## config.mk

```make
export PLATFORM = sky130hd
export DESIGN_NAME = rr_mux_nto1
export DESIGN_NICKNAME = d
export VERILOG_FILES = /design/src/rtl/mux_pkg.sv /design/src/rtl/rr_arbiter.sv /design/src/rtl/rr_mux_nto1.sv
export SDC_FILE = /design/constraint.sdc
export NUM_CORES = 1
export LEC_CHECK = 0
export ABC_AREA = 1
export CORE_AREA = 5 5 48 60
export CTS_BUF_LIST = sky130_fd_sc_hd__clkbuf_4
export DETAILED_ROUTE_END_ITERATION = 10
export DIE_AREA = 0 0 53 65
export PLACE_DENSITY = 0.82
export SLEW_MARGIN = 20
export SYNTH_ARGS = -nofsm -noshare
export SYNTH_HDL_FRONTEND = slang
export SYNTH_SLANG_ARGS = --single-unit
```

## constraint.sdc

```tcl
create_clock -name clk -period 4 [get_ports clk]
set_clock_uncertainty 0.2 [all_clocks]
set_input_delay 0.8 -clock clk [delete_from_list [all_inputs] [get_ports clk]]
set_output_delay 0.8 -clock clk [all_outputs]
set_load 0.005 [all_outputs]
```

## src/rtl/mux_pkg.sv

```systemverilog
// Shared definitions for the round-robin mux: mode encodings and the channel index width helper.
package mux_pkg;

  localparam logic MODE_FIXED = 1'b0;
  localparam logic MODE_RR    = 1'b1;

  function automatic int idx_width(input int n);
    int w;
    w = $clog2(n);
    return (w < 1) ? 1 : w;
  endfunction

endpackage

```

## src/rtl/rr_arbiter.sv

```systemverilog
// Round-robin search: first requesting channel above ptr, wrapping modulo N. Purely combinational.
module rr_arbiter
  import mux_pkg::*;
#(
  parameter int N  = 4,
  parameter int SW = idx_width(N)
) (
  input  logic [N-1:0]  req,
  input  logic [SW-1:0] ptr,
  output logic [SW-1:0] grant,
  output logic          grant_valid
);

  logic [SW-1:0] idx;

  // Walk offsets from farthest to nearest so the nearest requester wins.
  always_comb begin
    grant       = '0;
    grant_valid = 1'b0;
    idx         = '0;
    for (int i = N; i >= 1; i--) begin
      idx = SW'((int'(ptr) + i) % N);
      if (req[idx]) begin
        grant       = idx;
        grant_valid = 1'b1;
      end
    end
  end

endmodule

```

## src/rtl/rr_mux_nto1.sv

```systemverilog
// N-to-1 mux, fixed-select or round-robin, into a single output register slot (1-cycle latency, 1 beat/cycle).
// in_ready follows the slot's take condition; MUX_LOCK_EN holds the grant on one channel until in_last.
module rr_mux_nto1
  import mux_pkg::*;
#(
  parameter  int N  = 4,
  parameter  int W  = 4,
  localparam int SW = idx_width(N)
) (
  input  logic           clk,
  input  logic           rst_n,
  input  logic [N*W-1:0] in_data,
  input  logic [N-1:0]   in_valid,
  input  logic [N-1:0]   in_last,
  output logic [N-1:0]   in_ready,
  input  logic           mode,
  input  logic [SW-1:0]  sel,
  output logic [W-1:0]   out_data,
  output logic           out_valid,
  output logic           out_last,
  output logic [SW-1:0]  out_chan,
  input  logic           out_ready
);

  localparam logic [SW:0] N_LIM = (SW+1)'(N);

  logic          take;
  logic          grant_ok;
  logic          xfer;
  logic [SW-1:0] g;
  logic [SW-1:0] ptr;
  logic [SW-1:0] arb_grant;
  logic          arb_valid;
  logic [W-1:0]  g_data;
  logic          g_last;

`ifdef MUX_LOCK_EN
  logic          lock;
  logic [SW-1:0] lock_chan;
`endif

  assign take = !out_valid || out_ready;

  rr_arbiter #(
    .N  (N),
    .SW (SW)
  ) u_arb (
    .req         (in_valid),
    .ptr         (ptr),
    .grant       (arb_grant),
    .grant_valid (arb_valid)
  );

  always_comb begin
    g        = arb_grant;
    grant_ok = arb_valid;
    if (mode == MODE_FIXED) begin
      g        = sel;
      grant_ok = ({1'b0, sel} < N_LIM);
    end
`ifdef MUX_LOCK_EN
    // An open packet owns the output regardless of mode, sel or other requesters.
    if (lock) begin
      g        = lock_chan;
      grant_ok = 1'b1;
    end
`endif
  end

  always_comb begin
    in_ready = '0;
    if (rst_n && take && grant_ok) begin
      in_ready[g] = 1'b1;
    end
  end

  // Loop-based select keeps an out-of-range index from ever reaching the part-select.
  always_comb begin
    g_data = '0;
    g_last = 1'b0;
    for (int k = 0; k < N; k++) begin
      if (g == SW'(k)) begin
        g_data = in_data[k*W +: W];
        g_last = in_last[k];
      end
    end
  end

  assign xfer = |(in_valid & in_ready);

  always_ff @(posedge clk or negedge rst_n) begin
    if (!rst_n) begin
      out_valid <= 1'b0;
      out_data  <= '0;
      out_last  <= 1'b0;
      out_chan  <= '0;
      ptr       <= SW'(N - 1);
    end else if (xfer) begin
      out_valid <= 1'b1;
      out_data  <= g_data;
      out_last  <= g_last;
      out_chan  <= g;
      ptr       <= g;
    end else if (out_ready) begin
      out_valid <= 1'b0;
    end
  end

`ifdef MUX_LOCK_EN
  always_ff @(posedge clk or negedge rst_n) begin
    if (!rst_n) begin
      lock      <= 1'b0;
      lock_chan <= '0;
    end else if (xfer) begin
      lock      <= !g_last;
      lock_chan <= g;
    end
  end
`endif

endmodule
```

======== Word level (Yosys, flattened, before mapping) ========
Index checks and enable logic that the tools add are counted.
storage, ports and cells
  register bits after elaboration ......... 10
  output and inout bits ................... 12
operators by class
  add/sub/neg operators ................... 4
  order comparisons ....................... 6
  eq/ne operators ......................... 3
  muxes and demuxes ....................... 31
  bitwise logic cells ..................... 1
  reductions and logical operators ........ 8
operator list
  operator                                                           number
  two-way mux 4 bit                                                  5
  two-way mux 1 bit                                                  16
  < comparator 2 x 3 -> 1 bit, second input constant                 5
  two-way mux 2 bit                                                  5
  binary-select mux 1 bit (select 2 bit)                             4
  adder 2 x 1 -> 2 bit, second input constant                        2
  adder 2 bit, second input constant                                 2
  bitwise AND 4 bit                                                  1
  == test 2 bit, second input constant                               2
  OR reduction 4 bit                                                 1
  logical AND 1 bit                                                  3
  demux 1 bit (select 2 bit)                                         1
  == test 2 x 1 -> 1 bit, second input constant                      1
  greater-or-equal comparator 2 x 1 -> 1 bit, second input constant  1
  zero test 2 bit                                                    1
  nonzero test 2 bit                                                 1
  zero test 1 bit                                                    1
  logical OR 1 bit                                                   1

======== Logic depth before layout (Yosys ltp) ========
  word-level depth ........................ 16
  gate-level depth with buffers ........... 17
  depth with buffers taken out ............ 16

======== Cells and area by module ========
A second synthesis with hierarchy kept.
unflattened totals
  cell total of the unflattened synthesis .. 150
  area total of the unflattened synthesis .. 932.1 um^2
by module, submodules not included
  module       times used  cells an instance  area an instance (um^2)
  rr_mux_nto1  1           101                705.7
  rr_arbiter   1           49                 226.5

======== Worst setup path before layout ========
OpenSTA, ideal clock, no wires.
  path type ............................... input to output
  from .................................... input port in_valid[3]
  to ...................................... output port in_ready[2]
  data arrival time ....................... 1.663 ns
  slack ................................... 1.337 ns
  cell stages on the path ................. 10
  path through ............................ inv_1 > nand2_1 > nand2_1 > and2_4 > nor2_2 > nand3_1 > nand3_2 > nand2_4 > nand3_2 > inv_1
between the ends
  cells in the longest elaborated chain, start to end .. 12
ends and longest elaborated chain
  what                                                                                                             line               source
  from (decl)                                                                                                      rr_mux_nto1.sv:13  input logic [N-1:0] in_valid,
  binary-select mux 1 bit (select 2 bit)                                                                           rr_arbiter.sv:23   if (req[idx]) begin
  two-way mux 1 bit (not written as such)                                                                          rr_arbiter.sv:23
  two-way mux 2 bit (4 in a row)                                                                                   rr_arbiter.sv:23
  two-way mux 2 bit                                                                                                rr_mux_nto1.sv:57  if (mode == MODE_FIXED) begin
  < comparator 2 x 3 -> 1 bit (not written as such) or greater-or-equal comparator 2 x 1 -> 1 bit (tied branches)  rr_mux_nto1.sv:73  in_ready[g] = 1'b1;
  logical AND 1 bit (not written as such)                                                                          rr_mux_nto1.sv:73
  two-way mux 1 bit (not written as such)                                                                          rr_mux_nto1.sv:73
  demux 1 bit (select 2 bit)                                                                                       rr_mux_nto1.sv:73
  two-way mux 4 bit (*)                                                                                            rr_mux_nto1.sv:72  if (rst_n && take && grant_ok) begin
  to (decl)                                                                                                        rr_mux_nto1.sv:15  output logic [N-1:0] in_ready,
Every way passes the cells marked *; elsewhere a longest branch is shown, timed or not. The select of a mux whose other input is x is not followed.

======== Final worst setup path ========
Ends and elaborated chain as after synthesis.

==> flow_summary.json <==
{
  "cts_buffers": 3,
  "root_buffer": "clkbuf_4",
  "drt-initial-drc-count": 21,
  "path_max_fanout": 6,
  "start_util_pct": 42.74,
  "die_h_um": 65,
  "fin_tns_setup_ns": 0,
  "synth.distinct_cells": 22,
  "slowest_stage": "clkdlybuf4s50_1",
  "synth_top_family_by_area": "simple AND/OR/NAND/NOR gates",
  "synthSimpleGateAreaFrac_pct": 58.99,
  "fin_area_um2": 1489,
  "synth-seq-cells": 10,
  "p_sw_uw": 434.5,
  "nets": 221,
  "hpwl_mm": 2.190,
  "critical_path.endpoint_type": "primary output",
  "n_fill_cell": 208,
  "slew_viol_final": 0,
  "finalSetupViolations": 0,
  "rsz0062_at_grt": "no",
  "r2r-end": "out_chan[0]",
  "vias": 1112,
  "gp_congestion": 0.8461,
  "synthAdderAreaFrac_pct": 0,
  "firstDrtPassIters": 4,
  "hp-start": "ptr[1]",
  "ys_seq_area_share_pct": 25.41,
  "swShare_pct": 46.92,
  "globalRouteOverflowTotal": 0,
  "pwr-share-clk_pct": 8.5,
  "h-tree-depth": 1,
  "holdWs_ns": 0.3076,
  "antenna_found_initial": 0,
  "cts_max_path_buffers": 2,
  "synth_mux_area_share_pct": 0,
  "syn_inst": 143,
  "hold_buffers": 0,
  "power.leakage_uw": 0.0007444,
  "wl_per_cell_um": 12.11,
  "yosys.area.top_type": "dfrtp_1",
  "totalWireLength_mm": 2.701,
  "hold_path.class": "flop to flop",
  "regToRegSetupSlack_ns": 1.39,
  "fmax_ghz": 0.2649,
  "synth-compound-area-share_pct": 4.528,
  "die_area_um2": 3445,
  "hold_path_depth": 2,
  "drc": 0,
  "synth_area_per_cell_um2": 6.956,
  "n_antenna_cell": 0,
  "critPathRequiredTime_ns": 3.00,
  "cts_tree": "yes",
  "maxCapViolCount": 0,
  "drive_gt1_share_pct": 26.32,
  "crit_chain": "clkdlybuf4s50_1, inv_1, o21ai_2, nand2_1, nand2_1, inv_2, nand3_1, nand3_4, nand2_4, nand3_2, inv_1, clkdlybuf4s50_1",
  "synth-xor-area-share_pct": 0,
  "yosys-top-cells-area": "dfrtp_1 (20%), nand2_1 (18%), nand3_2 (10%)",
  "cp.arrival_ns": 2.77,
  "worst_path_largest_cell_delay_ns": 0.49,
  "yosys.area.top_type_share_pct": 20.13,
  "grt_max_degree": 16,
  "worst_pin_slew_ns": 0.4049,
  "ant_nets": 0,
  "crit-reg2reg-launch": "ptr[0]",
  "utilization_pct": 63.98,
  "insertion_delay_ns": 0.26,
  "irDropWorstVdd_uv": 326.9,
  "port_buffers": 41,
  "fin_crit_sh_pct": 94.37,
  "pin_count": 42,
  "clkTransAtPathRegs_ns": 0.06,
  "crit_type": "input port to primary output",
  "row_count": 20,
  "coreArea_um2": 2327,
  "fin_crit_ns": 3.775,
  "p_seq_share_pct": 22.3,
  "die_w_um": 53,
  "powerDensity_nw_per_um2": 622.0,
  "min_to": "ptr[1]",
  "internal-power_uw": 491.6,
  "dpl_cell_area_um2": 1423,
  "start_kind": "input port",
  "syn_area_um2": 994.7,
  "timing.slew.headroom_pct": 72.97,
  "area_delta_synth_final_pct": 49.69,
  "syn_nets": 173,
  "grt_pass1_vias": 1029,
  "critPathBufInv": 5,
  "grtUsageTotal_pct": 16.33,
  "yosys_warnings": 0,
  "cts.sinks": 10,
  "cpLargestDelayFamily": "buffers and inverters",
  "grt_first_pass_wirelength_mm": 4.271,
  "comb_power_share_pct": 69.2,
  "hold_viol": 0,
  "vias_per_cell": 4.987,
  "status": "finished clean",
  "reg2regPathDepth": 15
}
worst min-delay path, stage by stage (launching register included):
cell,delay (ns)
dfstp_2,0.39
nand3_2,0.07
nand2_1,0.04
power by group through the flow:
stage          clock [uW]  sequential, uW  combinational, uW
6_report             78.4             207                641
3_3_place_gp            0             208                580
4_1_cts              82.4             208                602
2_1_floorplan           0             190                439
5_1_grt              86.7             214                711
3_5_place_dp            0             210                600
Yosys cell counts:
cell       n
nor3_1     1
inv_8      1
nand3_2   10
nand2_2   11
inv_2      2
dfstp_2    2
nor2_1     4
nor2_4     1
buf_6      3
nand4_1    9
a21oi_2    2
a21boi_4   1
o21ai_2    1
nand2_4    3
or2_2      1
nand2_1   47
dfrtp_1    8
nand3_1   16
nor2_2     4
buf_2      1
and2_4     1
inv_1     14
layout by cell type (no fill, tap or decap):
master,Yosys,routed
buf_4,0,5
or2_2,1,1
nor2_1,4,4
nand2_2,11,12
nand4_1,9,9
nor2_2,4,4
inv_2,2,2
nor2_4,1,1
o21ai_2,1,1
clkdlybuf4s50_1,0,41
a21oi_2,2,2
nand2_4,3,3
clkbuf_4,0,4
nand3_1,16,16
and2_4,1,1
a21boi_4,1,1
dfstp_2,2,2
nor3_1,1,1
nand3_4,0,1
inv_8,1,1
inv_1,14,14
nand2_1,47,47
dfrtp_1,8,8
nand3_2,10,9
routing by layer:
layer	track usage (%)	wire, um	share of wire, %
met5	0	0	0
met4	6.709	80	3.0
met3	2.989	176	6.5
met2	30.43	1428	53
met1	17.21	1015	38
worst max path at each step:
stage,endpoint,cells past startpoint,startpoint
2_1_floorplan,in_ready[2],10,in_valid[3]
3_3_place_gp,in_ready[2],12,in_valid[3]
3_5_place_dp,in_ready[2],14,in_valid[1]
4_1_cts,in_ready[2],14,in_valid[1]
5_1_grt,in_ready[1],12,in_valid[1]
6_report,in_ready[2],12,in_valid[3]
cell families after synthesis:
| family | count (synthesis) |
|---|---|
| buffers and inverters | 21 |
| AOI/OAI and AO/OA | 4 |
| and+or+nand+nor | 108 |
| DFF | 10 |
cell type report:
| type | instances | area, um^2 | area share [%] |
|---|---|---|---|
| Clock buffer | 4 | 30.03 | 2.017 |
| Inverter | 17 | 71.32 | 4.790 |
| Multi-Input combinational cell | 113 | 645.6 | 43.36 |
| Sequential cell | 10 | 252.7 | 16.97 |
| Tap cell | 33 | 41.29 | 2.773 |
| Timing Repair Buffer | 46 | 447.9 | 30.08 |
flip-flops by register name (all words and copies together), names as in the netlist:
name       cells
out_last       1
ptr            2
out_chan       2
out_data       4
out_valid      1
per-stage QoR:
| step | power, uW | std cells | setup slack (ns) |
|---|---|---|---|
| final | 926.1 | 223 | 0.2254 |
| after global routing | 1011 | 223 | 0.009518 |
| after CTS | 892.0 | 219 | 0.1727 |
| after detailed placement | 809.1 | 215 | 0.1719 |
| after global placement | 788.1 | 215 | 0.2233 |
| after floorplan | 628.4 | 143 | 1.337 |
timing repair:
action                     4_1_cts  5_1_grt
setup buffers                    0        3
setup endpoints to repair        0        2
resized for setup                0        1
hold endpoints to repair         0        0
(Power assumes the default switching activity.)
==> RTL change 1, RTL diff (config.mk and constraints unchanged) <==
Build with the macro `MUX_LOCK_EN` defined.
--- a/src/rtl/rr_mux_nto1.sv
+++ b/src/rtl/rr_mux_nto1.sv
@@ -1,5 +1,7 @@
 // N-to-1 mux, fixed-select or round-robin, into a single output register slot (1-cycle latency, 1 beat/cycle).
 // in_ready follows the slot's take condition; MUX_LOCK_EN holds the grant on one channel until in_last.
+`define MUX_LOCK_EN
+
 module rr_mux_nto1
   import mux_pkg::*;
 #(
Behaviour: not the same (Yosys sat finds a counterexample within 4 cycles, from zero or initial values and one cycle with rst_n low).
==> RTL change 1 against the original RTL <==
Wire length rose by 6.9%; sequential share of layout area is 1.4 points higher; register-to-register slack lost 180 ps; total power grew 15%; global-route usage is 1.3 points higher; setup slack worse by 60 ps; critical path type unchanged; final area up 1.3%; fmax decreased by 1.6%; via count rose by 6.2%; clock power increased by 4.8%; critical path depth shrank 2; sequential cell count up 1; final cell count up 7.2%; synthesized area grew 3.0%.
==> RTL change 1: results (changes against the original RTL) <==
status=complete, no violations; reg2reg end=out_data[2]$_DFFE_PN0P_; biggest regs=out_data (4), lock_chan (2), ptr (2); CP endpoint=in_ready[2]; synth cell count leaders=nand2_1, nand3_1, inv_1; initial antenna violation count=0 (unchanged); crit-path max FO=4 (-2); instance area at placement=1470 um^2 (+3.2%); Vias=1181 (+6.2%); GR Util met1=19.4% (+2.2 points); First DRT Iteration DRCs=33 (+57%); gpl congestion=0.836 (-1.2%); Period Utilization, post-route=95.9% (+1.5 points); Sw Ratio=50.1% (+3.2 points); WL/cell=12.1 um (-0.27%); VDD IR max=415 uV (+27%); Max-Cap Viols=0 (unchanged); hold_ws=293 ps (-14.8 ps); Filler cells=217 (+4.3%); met1 wire length=1110 um (+8.9%); grt met3 use=4.37% (+1.4 points); Worst Reg-to-Reg Cells=16 (+1); Net Count, Synth=191 (+10%); layout cells sized above 1=18.0% (-8.4 points); met3 wire length=189 um (+7.4%); Arr. time, crit path=2830 ps (+60 ps); Total GRT Usage=17.7% (+1.3 points); synth top area cells=nand2_1, dfrtp_1, nand3_1; CP peak stage delay=530 ps (+40 ps); Cell variety after synth=25 (+14%); DP HPWL=2430 um (+11%); sequential share of the synthesized area=27.1% (+1.7 points); Leak=0.000748 uW (+0.48%); DR WL met2=1540 um (+8.1%); Reg2Reg Setup Slack=1210 ps (-180 ps); Least-Margin Pin Slew=518 ps (+113 ps); Max stage delay cell, worst path=clkdlybuf4s50_1; first-pass detailed-route iteration total=4 (unchanged); Hold Crit Class=flop to flop; Global Route met2 Usage=32.8% (+2.3 points); vias per cell=4.94 (-0.90%); first-pass GRT wire length=4730 um (+11%); dpl cells=235 (+9.3%); HP Start=ptr[1]$_DFFE_PN1P_; pre-CTS setup slack=153 ps (-18.7 ps)
## RTL change 1: cell types whose count changed after synthesis, sizes merged, moves of 2 or more
cell / unedited run / this run
nand2: 61 / 78
nor2: 9 / 12
o21ai: 1 / 3
nand3: 26 / 18
nor3: 1 / 5
## RTL change 1: cell families (layout without fill, tap and decap cells)
group	after synthesis	count (layout)	share of synthesized area (%)
buffers and inverters	22	67	10.6
and+or+nand+nor	122	122	57.8
AOI/OAI and AO/OA	6	6	4.52
DFF	11	11	27.1
## RTL change 1: power by group through the flow
stage	clock (uW)	combinational, uW	sequential, uW
2_1_floorplan	0	537	211
3_3_place_gp	0	725	227
3_5_place_dp	0	748	230
4_1_cts	84.8	751	228
5_1_grt	88.5	848	236
6_report	82.2	755	229
## RTL change 1: final cells by class
class	instances	area, um^2	share of cell area [%]
flip-flops and latches	11	278	18.4
clock buffers	4	30.0	1.99
multi-input cells	128	648	43.0
well taps	33	41.3	2.74
repair buffers	45	440	29.2
inverters	18	70.1	4.65
==> RTL change 2, RTL diff (same settings) <==
Made on the original files. Change the parameter `W` from 4 to 3.
--- a/src/rtl/rr_mux_nto1.sv
+++ b/src/rtl/rr_mux_nto1.sv
@@ -4,7 +4,7 @@
   import mux_pkg::*;
 #(
   parameter  int N  = 4,
-  parameter  int W  = 4,
+  parameter  int W  = 3,
   localparam int SW = idx_width(N)
 ) (
   input  logic           clk,
Interface: changed (resized in_data and out_data); port bits go from 42 to 37. The function was not compared with the original's and may differ.
==> RTL change 2 against the original RTL <==
Combinational power down 3.4%; synthesized area shrank 9.9%; total power decreased by 4.8%; sequential cell count shrank 1; setup slack got worse by 95 ps; wire length increased by 0.78%; final area down 8.7%.
==> RTL change 2: results (changes against the original RTL) <==
Total GRT Usage=15.9% (-0.47 points); R2R Path Start=ptr[0]$_DFFE_PN1P_; DP HPWL=2100 um (-4.0%); hold depth=2 (unchanged); IO Port Bufs=36 (-12%); most frequent CP cell=nand2_1; instance area at placement=1290 um^2 (-9.4%); Least-Margin Pin Slew=319 ps (-86.0 ps); Synth Flop Type=dfrtp_1; htree depth=1 (unchanged); TritonCTS buffer count=3 (unchanged); WL/cell=12.8 um (+5.5%); Cell variety after synth=26 (+18%); reg2reg end=out_data[2]$_DFFE_PN0P_; n_diodes=0 (unchanged); Worst Reg-to-Reg Cells=16 (+1); initial antenna violation count=0 (unchanged); layout cells sized above 1=21.1% (-5.2 points); number of synthesis warnings=0 (unchanged); first-pass detailed-route iteration total=5 (+1); largest net degree at the start of global routing=13 (-3); pre-CTS setup slack=102 ps (-69.7 ps); Root Driver=clkbuf_4; clock-pin slew on the worst setup and hold paths=60 ps (about the same); crit-path max FO=5 (-1); hold_ws=325 ps (+17.5 ps); layout net count=207 (-6.3%); Filler cells=226 (+8.7%); First DRT Iteration DRCs=25 (+19%); Net Count, Synth=162 (-6.4%); Hold Crit Class=flop to flop; sequential share of the synthesized area=25.4% (about the same); vias in the first global route=1025 (-0.39%); VDD IR max=419 uV (+28%); Max Root-Sink Buffers=2 (unchanged); sequential cell area=228 um^2 (-9.9%); CP peak stage delay=530 ps (+40 ps); synth top area cells=dfrtp_1, nand2_1, nand3_1; status=complete, no violations; WHS Endpoint=out_valid$_DFFE_PN0P_; synth cell count leaders=nand2_1, inv_1, nand3_1; HP Start=out_valid$_DFFE_PN0P_; clk_lat worst skew=260 ps (about the same); Arr. time, crit path=2870 ps (+100 ps); share of flip-flops with an asynchronous set or reset=100% (unchanged); Leak=0.000667 uW (-10%); Reg2Reg Setup Slack=1400 ps; Max stage delay cell, worst path=clkdlybuf4s50_1; biggest regs=out_data (3), out_chan (2), ptr (2); vias per cell=5.08 (+2.0%); gpl congestion=0.801 (-5.4%); first-pass GRT wire length=4270 um (unchanged)
RTL change 2: cells by family (layout without fill, tap and decap cells):
logic type | Yosys count | after routing | synth area share [%]
AND/OR/NAND/NOR | 92 | 92 | 53.9
AO/OA/AOI/OAI | 12 | 12 | 9.22
flip-flops | 9 | 9 | 25.4
buffers and inverters | 23 | 67 | 11.5
RTL change 2: worst max-delay path by stage:
stage                           start  cells after the start  slack (ps)           to
after floorplan           in_valid[1]                     12        1190  in_ready[2]
after global placement    in_valid[2]                     14         140  in_ready[2]
after detailed placement  in_valid[2]                     14         100  in_ready[2]
after CTS                 in_valid[2]                     14         110  in_ready[2]
after global routing      in_valid[1]                     12         -10  in_ready[1]
final                     in_valid[1]                     14         130  in_ready[2]
RTL change 2: timing repair:
| item | 4_1_cts | 5_1_grt |
|---|---|---|
| hold buffers | 0 | 0 |
| setup endpoints to repair | 0 | 3 |
| setup buffers | 0 | 5 |
| gates resized for setup | 0 | 1 |
RTL change 2: worst max-delay path, delay by kind of cell:
family | cells | cell delay, ps
buffers and inverters | 4 | 1130
and+or+nand+nor | 10 | 950
RTL change 2: routing by layer:
| layer | vias to the layer above | GRT usage (%) | share of wire, % |
|---|---|---|---|
| met1 | 500 | 18.9 | 42 |
| met4 | 0 | 3.51 | 0.62 |
| met2 | 47 | 29.0 | 50 |
| met5 | - | 0 | 0 |
| li1 | 532 | - | - |
| met3 | 4 | 2.30 | 7.8 |
RTL change 2: where the power goes:
part           internal [uW]  switching [uW]
combinational            274             345
clock                   45.4            33.7
sequential               143            40.6
total                    463             419
RTL change 2: through the flow:
step	cells	total power, uW	TNS (ps)
after CTS	208	844	0
after floorplan	136	580	0
after global placement	204	748	0
after detailed placement	204	764	0
after global routing	213	959	-10.9
final	213	882	0
RTL change 2: layout make-up:
type | instances | share of cell area, %
Multi-Input combinational cell | 104 | 41.6
Sequential cell | 9 | 16.8
Inverter | 19 | 5.25
Tap cell | 33 | 3.04
Timing Repair Buffer | 44 | 31.1
Clock buffer | 4 | 2.21
